===== config.mk =====
export PLATFORM = sky130hd
export DESIGN_NAME = seg_scan_driver
export DESIGN_NICKNAME = d
export VERILOG_FILES = /design/src/rtl/seg_scan_pkg.sv /design/src/rtl/seg7_digit_enc.sv /design/src/rtl/seg_scan_driver.sv
export SDC_FILE = /design/constraint.sdc
export NUM_CORES = 1
export LEC_CHECK = 0
export ABC_AREA = 1
export BUFFER_PORTS_ARGS = -buffer_cell sky130_fd_sc_hd__buf_2
export CAP_MARGIN = 20
export CORE_ASPECT_RATIO = 1.4
export CORE_MARGIN = 10
export CORE_UTILIZATION = 45
export DETAILED_ROUTE_END_ITERATION = 6
export SLEW_MARGIN = 20
export SYNTH_ARGS = -nofsm -noshare
export SYNTH_HDL_FRONTEND = slang
export SYNTH_SLANG_ARGS = --single-unit

===== constraint.sdc =====
create_clock -name clk -period 6.6 [get_ports clk]
set_clock_uncertainty 0.1 [all_clocks]
set_input_delay 0.99 -clock clk [delete_from_list [all_inputs] [get_ports clk]]
set_output_delay 0.99 -clock clk [all_outputs]
set_load 0.02 [all_outputs]

===== src/rtl/seg_scan_pkg.sv =====
`default_nettype none
// ----------------------------------------------------------------------------
// seg_scan_pkg : scan-slot states and display constants           Rev 1.0
// ----------------------------------------------------------------------------
package seg_scan_pkg;

  typedef enum logic [1:0] {
    DIG_TENS  = 2'd0,
    GAP_T     = 2'd1,
    DIG_UNITS = 2'd2,
    GAP_U     = 2'd3
  } scan_state_e;

  localparam logic [6:0] SEG_BLANK = 7'b0000000;

  localparam logic [1:0] TENS_ON  = 2'b01;
  localparam logic [1:0] UNITS_ON = 2'b10;
  localparam logic [1:0] ALL_OFF  = 2'b11;

  function automatic scan_state_e next_slot(input scan_state_e s);
    case (s)
      DIG_TENS:  return GAP_T;
      GAP_T:     return DIG_UNITS;
      DIG_UNITS: return GAP_U;
      default:   return DIG_TENS;
    endcase
  endfunction

endpackage
`default_nettype wire


===== src/rtl/seg7_digit_enc.sv =====
`default_nettype none
// ----------------------------------------------------------------------------
// seg7_digit_enc : BCD digit to seven-segment code (a..g)          Rev 1.0
// ----------------------------------------------------------------------------
module seg7_digit_enc
  import seg_scan_pkg::*;
(
  input  logic [3:0] digit,
  output logic [6:0] seg
);

  always_comb begin
    case (digit)
      4'd0:    seg = 7'b1111110;
      4'd1:    seg = 7'b0110000;
      4'd2:    seg = 7'b1101101;
      4'd3:    seg = 7'b1111001;
      4'd4:    seg = 7'b0110011;
      4'd5:    seg = 7'b1011011;
      4'd6:    seg = 7'b1011111;
      4'd7:    seg = 7'b1110000;
      4'd8:    seg = 7'b1111111;
      4'd9:    seg = 7'b1111011;
      default: seg = SEG_BLANK;
    endcase
  end

endmodule
`default_nettype wire


===== src/rtl/seg_scan_driver.sv =====
`default_nettype none
// ----------------------------------------------------------------------------
// seg_scan_driver : two-digit multiplexed 7-seg scanner with blink  Rev 1.0
// ----------------------------------------------------------------------------
module seg_scan_driver
  import seg_scan_pkg::*;
#(
  parameter int SCAN_DIV     = 1000,
  parameter int BLINK_THRESH = 3,
  parameter int BLINK_FRAMES = 64,
  parameter int CNT_WIDTH    = 5
) (
  input  logic                 clk,
  input  logic                 rst_n,
  input  logic                 en,
  input  logic [CNT_WIDTH-1:0] count_value,
  output logic [6:0]           seg,
  output logic [1:0]           dig_n,
  output logic                 frame_tick
);

  localparam int PRE_W = $clog2(SCAN_DIV);
  localparam int FRM_W = (BLINK_FRAMES > 1) ? $clog2(BLINK_FRAMES) : 1;
  localparam logic [PRE_W-1:0]     PRE_LAST = PRE_W'(SCAN_DIV - 1);
  localparam logic [FRM_W-1:0]     FRM_LAST = FRM_W'(BLINK_FRAMES - 1);
  localparam logic [CNT_WIDTH-1:0] THRESH   = CNT_WIDTH'(BLINK_THRESH);

  scan_state_e          state_q, state_d;
  logic [PRE_W-1:0]     pre_q, pre_d;
  logic                 run_q, run_d;
  logic [CNT_WIDTH-1:0] cnt_q, cnt_d;
  logic [FRM_W-1:0]     frm_q, frm_d;
  logic                 blink_ph_q, blink_ph_d;
  logic [6:0]           seg_q, seg_d;
  logic [1:0]           dig_n_q, dig_n_d;
  logic                 frame_tick_q, frame_tick_d;

  logic                 tick;
  logic [1:0]           tens;
  logic [CNT_WIDTH-1:0] tens_base;
  logic [3:0]           units;
  logic [3:0]           digit;
  logic [6:0]           digit_seg;
  logic                 blank_digit;

  // Latched count is at most 31, so the tens digit is found by comparison.
  always_comb begin
    if (cnt_q >= CNT_WIDTH'(30)) begin
      tens = 2'd3; tens_base = CNT_WIDTH'(30);
    end else if (cnt_q >= CNT_WIDTH'(20)) begin
      tens = 2'd2; tens_base = CNT_WIDTH'(20);
    end else if (cnt_q >= CNT_WIDTH'(10)) begin
      tens = 2'd1; tens_base = CNT_WIDTH'(10);
    end else begin
      tens = 2'd0; tens_base = '0;
    end
    units = 4'(cnt_q - tens_base);
  end

  assign digit       = (state_q == DIG_TENS) ? {2'b00, tens} : units;
  assign blank_digit = (cnt_q <= THRESH) && !blink_ph_q;

  seg7_digit_enc u_enc (
    .digit (digit),
    .seg   (digit_seg)
  );

  always_comb begin
    state_d    = state_q;
    pre_d      = pre_q;
    run_d      = run_q;
    cnt_d      = cnt_q;
    frm_d      = frm_q;
    blink_ph_d = blink_ph_q;
    tick       = run_q && (pre_q == PRE_LAST);

    if (!en) begin
      state_d    = GAP_U;
      pre_d      = '0;
      run_d      = 1'b0;
      frm_d      = '0;
      blink_ph_d = 1'b1;
    end else if (!run_q) begin
      // First enabled cycle holds pre at 0 so the idle gap is a full slot.
      run_d = 1'b1;
    end else if (tick) begin
      pre_d   = '0;
      state_d = next_slot(state_q);
      if (state_q == GAP_U) begin
        cnt_d = count_value;
      end
      // Frames are counted as their digits finish, so frame 0 starts at phase 1.
      if (state_q == DIG_UNITS) begin
        if (frm_q == FRM_LAST) begin
          frm_d      = '0;
          blink_ph_d = ~blink_ph_q;
        end else begin
          frm_d = frm_q + 1'b1;
        end
      end
    end else begin
      pre_d = pre_q + 1'b1;
    end
  end

  always_comb begin
    seg_d        = SEG_BLANK;
    dig_n_d      = ALL_OFF;
    frame_tick_d = (state_q == DIG_TENS) && (pre_q == '0);
    case (state_q)
      DIG_TENS: begin
        dig_n_d = TENS_ON;
        if (!blank_digit && (tens != 2'd0)) seg_d = digit_seg;
      end
      DIG_UNITS: begin
        dig_n_d = UNITS_ON;
        if (!blank_digit) seg_d = digit_seg;
      end
      default: ;
    endcase
  end

  always_ff @(posedge clk) begin
    if (!rst_n) begin
      state_q      <= GAP_U;
      pre_q        <= '0;
      run_q        <= 1'b0;
      cnt_q        <= '0;
      frm_q        <= '0;
      blink_ph_q   <= 1'b1;
      seg_q        <= SEG_BLANK;
      dig_n_q      <= ALL_OFF;
      frame_tick_q <= 1'b0;
    end else begin
      state_q      <= state_d;
      pre_q        <= pre_d;
      run_q        <= run_d;
      cnt_q        <= cnt_d;
      frm_q        <= frm_d;
      blink_ph_q   <= blink_ph_d;
      seg_q        <= seg_d;
      dig_n_q      <= dig_n_d;
      frame_tick_q <= frame_tick_d;
    end
  end

  assign seg        = seg_q;
  assign dig_n      = dig_n_q;
  assign frame_tick = frame_tick_q;

endmodule
`default_nettype wire


After elaboration in Yosys (flattened, before gate mapping)
Memories as Yosys holds them, arrays and structs flattened.
Index checks and enable logic that the tools add are counted.
{ "word_totals": {"reg_bits": 35, "latch_bits": 0, "mem_bits_rw": 0, "rom_bits": 112, "out_inout_bits": 10, "mem_count": 1} }
{ "op_classes": {"addsub": 3, "multipliers": 0, "n_div": 0, "magnitude_cmp": 4, "n_eq_ne": 5, "shifts": 0, "muxes": 15, "bitwise": 1, "reduce_logical": 14} }
{ "memory_table": {"columns": ["name", "depth", "word_bits", "rd", "rd_ports_with_merged_regs", "wr", "line", "source"], "rows": [
  ["(no name shown)", 16, 7, 1, 0, 0, "seg7_digit_enc.sv:13", "case (digit)"]
]} }
{ "ops": {"columns": ["cell", "n"], "rows": [
  ["4-bit two-way mux", 4],
  ["7-bit two-way mux", 2],
  ["7-bit case mux with 2 select lines", 1],
  ["10-bit by 1-bit adder with 10-bit output, second input constant", 1],
  ["10-bit == test, second input constant", 1],
  ["5-bit greater-or-equal comparator, second input constant", 2],
  ["10-bit zero test", 1],
  ["10-bit two-way mux", 1],
  ["4-bit AND reduction", 2],
  ["6-bit by 1-bit adder with 6-bit output, second input constant", 1],
  ["6-bit == test, second input constant", 1],
  ["6-bit two-way mux", 1],
  ["2-bit case mux with 3 select lines", 1],
  ["5-bit by 4-bit greater-or-equal comparator with 1-bit output, second input constant", 1],
  ["5-bit by 2-bit less-or-equal comparator with 1-bit output, second input constant", 1],
  ["2-bit == test, second input constant", 2],
  ["1-bit logical AND", 4],
  ["2-bit two-way mux", 2],
  ["2-bit case mux with 2 select lines", 1],
  ["2-bit AND reduction", 2],
  ["4-bit subtractor", 1],
  ["3-bit AND reduction", 1],
  ["2-bit by 1-bit == test with 1-bit output, second input constant", 1],
  ["1-bit zero test", 2],
  ["other kinds (4)", 5]
]} }

Depth between registers and ports, before layout
An unclocked memory read counts as a cell.
{ "depth": {"ltp_word": 9, "depth_mapped": 15, "depth_no_buf": 15} }

By module
From an unflattened synthesis, not the netlist that was laid out.
{ "hier_totals": {"hier_cells": 269, "hier_area_um2": 1919.3} }
{ "by_module_without_submodules": {"columns": ["module", "n_inst", "cells_each", "area_each_um2"], "rows": [
  ["seg_scan_driver", 1, 230, 1709.1],
  ["seg7_digit_enc", 1, 39, 210.2]
]} }

Least setup slack after synthesis
Ideal clock, no wire load.
{ "synth_path": {"path_type": "register to register", "startpoint": "reg cnt_q[4]", "endpoint": "reg seg_q[0] (netlist: seg[0])", "setup_ps": 113, "arrival_time_ps": 1920, "required_time_ps": 6387, "path_slack_ps": 4466, "path_stages_with_launch": 14, "n_path_buf": 0, "path_cell_list": "dfxtp_1 -> inv_2 -> nand2_1 -> nand2_1 -> nand2_1 -> nand2_1 -> ha_1 -> fa_1 -> nor2_1 -> inv_2 -> nand3_1 -> nand4_1 -> nand2_2 -> nor2_1"} }
{ "synth_between": {"elab_chain_cells": 9} }
{ "synth_rtl": {"columns": ["element", "line", "source"], "rows": [
  ["start, declared", "seg_scan_driver.sv:31", "logic [CNT_WIDTH-1:0] cnt_q, cnt_d;"],
  ["start signal, assigned", "seg_scan_driver.sv:138", "cnt_q <= cnt_d;"],
  ["5-bit by 4-bit greater-or-equal comparator with 1-bit output", "seg_scan_driver.sv:52", "end else if (cnt_q >= CNT_WIDTH'(10)) begin"],
  ["4-bit two-way mux", "seg_scan_driver.sv:52", null],
  ["4-bit two-way mux", "seg_scan_driver.sv:50", "end else if (cnt_q >= CNT_WIDTH'(20)) begin"],
  ["4-bit two-way mux", "seg_scan_driver.sv:48", "if (cnt_q >= CNT_WIDTH'(30)) begin"],
  ["4-bit subtractor", "seg_scan_driver.sv:57", "units = 4'(cnt_q - tens_base);"],
  ["4-bit two-way mux", "seg_scan_driver.sv:60", "assign digit = (state_q == DIG_TENS) ? {2'b00, tens} : units;"],
  ["memory read 16 x 7 bit", null, null],
  ["7-bit two-way mux (on tied branches)", "seg_scan_driver.sv:117, seg_scan_driver.sv:113", null],
  ["7-bit case mux with 2 select lines (*)", "seg_scan_driver.sv:110", "case (state_q)"],
  ["end signal, assigned", "seg_scan_driver.sv:141", "seg_q <= seg_d;"],
  ["end, declared", "seg_scan_driver.sv:34", "logic [6:0] seg_q, seg_d;"]
]} }
Mark *: on every way between the ends. The rest lies on a longest branch, timed or not.
A chain may end at the register's enable or synchronous reset.

Final worst setup path
{ "layout_path": {"startpoint": "reg cnt_q[4]", "endpoint": "reg seg_q[5] (netlist: seg[5])"} }
The elaborated chain is that of the path after synthesis.

==> run summary <==
For this run, the top clock speed supported by timing is 432 MHz. The worst hold path begins at blink_ph_q. The max-slew violation total from the final report came out at 0.

The final setup violation count is 0. The critical path data arrival time is 2.40 ns. The final wirelength is 3.96 mm. The count of nets left with antenna violations once routing finished came out at 0. The net count after synthesis is 291. The total via count after detailed routing is 1663.

The final critical path time including I/O delays and setup came out at 2.31 ns. After synthesis, the largest family of logic cells by area is simple AND/OR/NAND/NOR gates. The number of standard cells after synthesis is 268. The final-report hold violation count is 0.

In this run the worst hold path is classified as reg -> reg. The total inserted antenna cells is 0. The routed wirelength normalized by instance count came out at 11.8 µm. Of the total synthesized cell area, the portion taken by XOR and XNOR cells is 0.911%. The setup TNS is 0 ns. The total setup buffers inserted after CTS came out at 0. The complex-gate fraction of the synthesized area came out at 8.40%. The adder-cell area share of the yosys netlist is 10.2%.

Entering global routing, the biggest net connects 13 pins. The mean instance size in the synthesized netlist is 7.17 µm². The wire length of the first global-routing pass is 7.08 mm.

The width of the die is 75.2 µm. The post-route core utilization came out at 51.2%. The synthesized-area fraction occupied by and/or/nand/nor cells came out at 35.8%.

STA classifies the critical path startpoint as a flop. The detailed router finished its first iteration with 68 violations. The critical path starts at cnt_q[4]. The die outline area is 7320 µm². Once the floorplan was initialized, standard cells occupied 46.1% of the core. In this run, post-CTS hold repair placed 0 buffers.

The proportion of register bits with asynchronous set or reset after synthesis came out at 0%. The floorplan die height is 97.3 µm. The register area share after synthesis is 36.5%. STA classifies the critical path endpoint as a flop. Counting flops with a built-in enable in the synthesized netlist gives 0. The critical path start-end classification is reg -> reg. In the global route stage, overall resource usage came out at 11.9%.

Input and output buffers added on the ports amount to 17. The leakage power is 0.000999 µW. Detailed placement ended at an HPWL of 3.13 mm. The detailed-route DRC error count is 0. The number of buffers created by CTS is 5. The count of standard-cell rows is 28.

Of all nets on the critical path, the largest fanout is 6. The commonest register cell after synthesis is dfxtp_1. The ratio of final minimum period to clock period came out at 35.1%. The number of maximum-capacitance constraint violations came out at 0. The library cell used most frequently in the layout, excluding fill and tap cells, is nand2_1.

The flow ran to the end, and the final reports show no timing, DRC or antenna violations. The number of distinct library cells after synthesis is 37. The source-to-sink clock delay at the later pin of the worst-skew pair is 0.29 ns.

The worst pin sits at a relative slew slack of 72.4%. The H-tree generated during clock tree synthesis spans 2 levels. The library cells used most frequently in the layout, excluding fill and tap cells, are 63 x nand2_1, 42 x nor2_1, 35 x dfxtp_1.

The number of antenna violations at the first check in global routing is 0. The maximum clock path buffer count came out at 2. The number of warnings issued by yosys came out at 0. The clock edge transition at the registers on the reported setup and hold paths is 0.07 ns.

The quantity of gates resized following cts came out at 0. The startpoint identified for the worst register-to-register timing path is cnt_q[4]. TritonCTS built the clock tree. The share of cells above drive strength 1 is 16.8%. The global placer's final weighted congestion is 0.861. The required time of the worst setup path came out at 6.68 ns.

The worst-margin pin slew is 0.413 ns. Setup repair after global routing left no endpoint under its margin. The power density over the cells is 174 nW/µm².

The layout overhead on the synthesized area is 11.1%. The via count of the first global-routing pass came out at 1684. The core outline area is 4170 µm².

The library cell used as clock root buffer is clkbuf_8. The synthesized flop and latch total came out at 35. The per-cell via count in the routed design is 4.95.

The multiplexer share of the synthesized area is 0%. The maximum ir drop on the vdd rail came out at 0.115 mV. In this run the cell area of the synthesized design comes to 1920 µm². The final net count is 313. Pin placement for this block handled 18 I/O pins. The remaining global-route overflow came out at 0. Before antenna repair, the detailed router went through 4 iterations. The clock sink count is 35.
-- per-layer routing --
| metal | wire length [µm] | GRT usage, % |
|---|---|---|
| met1 | 1660 | 12.2 |
| met2 | 2110 | 21.7 |
| met3 | 119 | 2.86 |
| met4 | 76 | 4.59 |
| met5 | 0 | 0 |
-- critical path: stages, from the launching register on --
cell	delay, ns
dfxtp_1	0.38
inv_2	0.08
nand2_1	0.08
nand2_1	0.05
nand2_1	0.06
nand2_1	0.06
ha_1	0.19
fa_1	0.42
nor2_1	0.30
inv_2	0.09
nand3_1	0.11
nand4_1	0.10
nand2_2	0.14
nor2_1	0.05
-- worst paths after layout --
path / to / cells after the start / slack (ns)
worst max-delay path: seg[5] / 13 / 4.29
worst min-delay path: blink_ph_q / 2 / 0.38
worst max register to register: seg[5] / 13 / 4.29
worst min register to register: blink_ph_q / 2 / 0.38
-- state kept, by name (all words and copies together), names as in the netlist --
| name | count |
|---|---|
| blink_ph_q | 1 |
| cnt_q | 5 |
| dig_n | 2 |
| frame_tick | 1 |
| frm_q | 6 |
| pre_q | 10 |
| run_q | 1 |
| seg | 7 |
| state_q | 2 |
-- metrics by stage --
| stage | hold slack (ns) | worst slack, ns | cell area, µm² | power, µW | std cells |
|---|---|---|---|---|---|
| after global placement | 0.340 | 4.33 | 2050 | 226 | 328 |
| after global routing | 0.403 | 4.05 | 2130 | 387 | 336 |
| final | 0.377 | 4.29 | 2130 | 372 | 336 |
| after CTS | 0.372 | 4.29 | 2130 | 378 | 336 |
| after floorplan | 0.329 | 4.47 | 1920 | 223 | 268 |
| after detailed placement | 0.353 | 4.30 | 2050 | 226 | 328 |
-- cells by family after synthesis --
logic type      after synthesis
compound gates               26
xor+xnor                      2
simple gates                149
buf+inv                      41
flops                        35
fa+ha+maj                    15
-- area by class of cell --
cell class	count	area, µm²
fillers	420	2030
clock buffers	5	68.8
clock inverters	3	15.0
multi-input cells	192	1060
inverters	39	146
repair buffers	17	85.1
well taps	45	56.3
flip-flops and latches	35	701
-- cell usage after synthesis, types with 5 or more instances --
library cell / n / area [µm²]
dfxtp_1: 35 / 701
inv_2: 5 / 18.8
nand3_1: 14 / 70.1
ha_1: 14 / 175
nor3_1: 6 / 30.0
a21oi_1: 13 / 65.1
nand2_1: 63 / 236
inv_1: 33 / 124
nand4_1: 5 / 31.3
nand2_2: 5 / 31.3
nor2_1: 42 / 158
-- power by group --
part	switching [µW]	total [µW]	internal (µW)
logic	5.35	8.34	2.99
clock network	78.9	151	72.2
registers	1.27	213	212
Power figures use the tool's default switching activity.
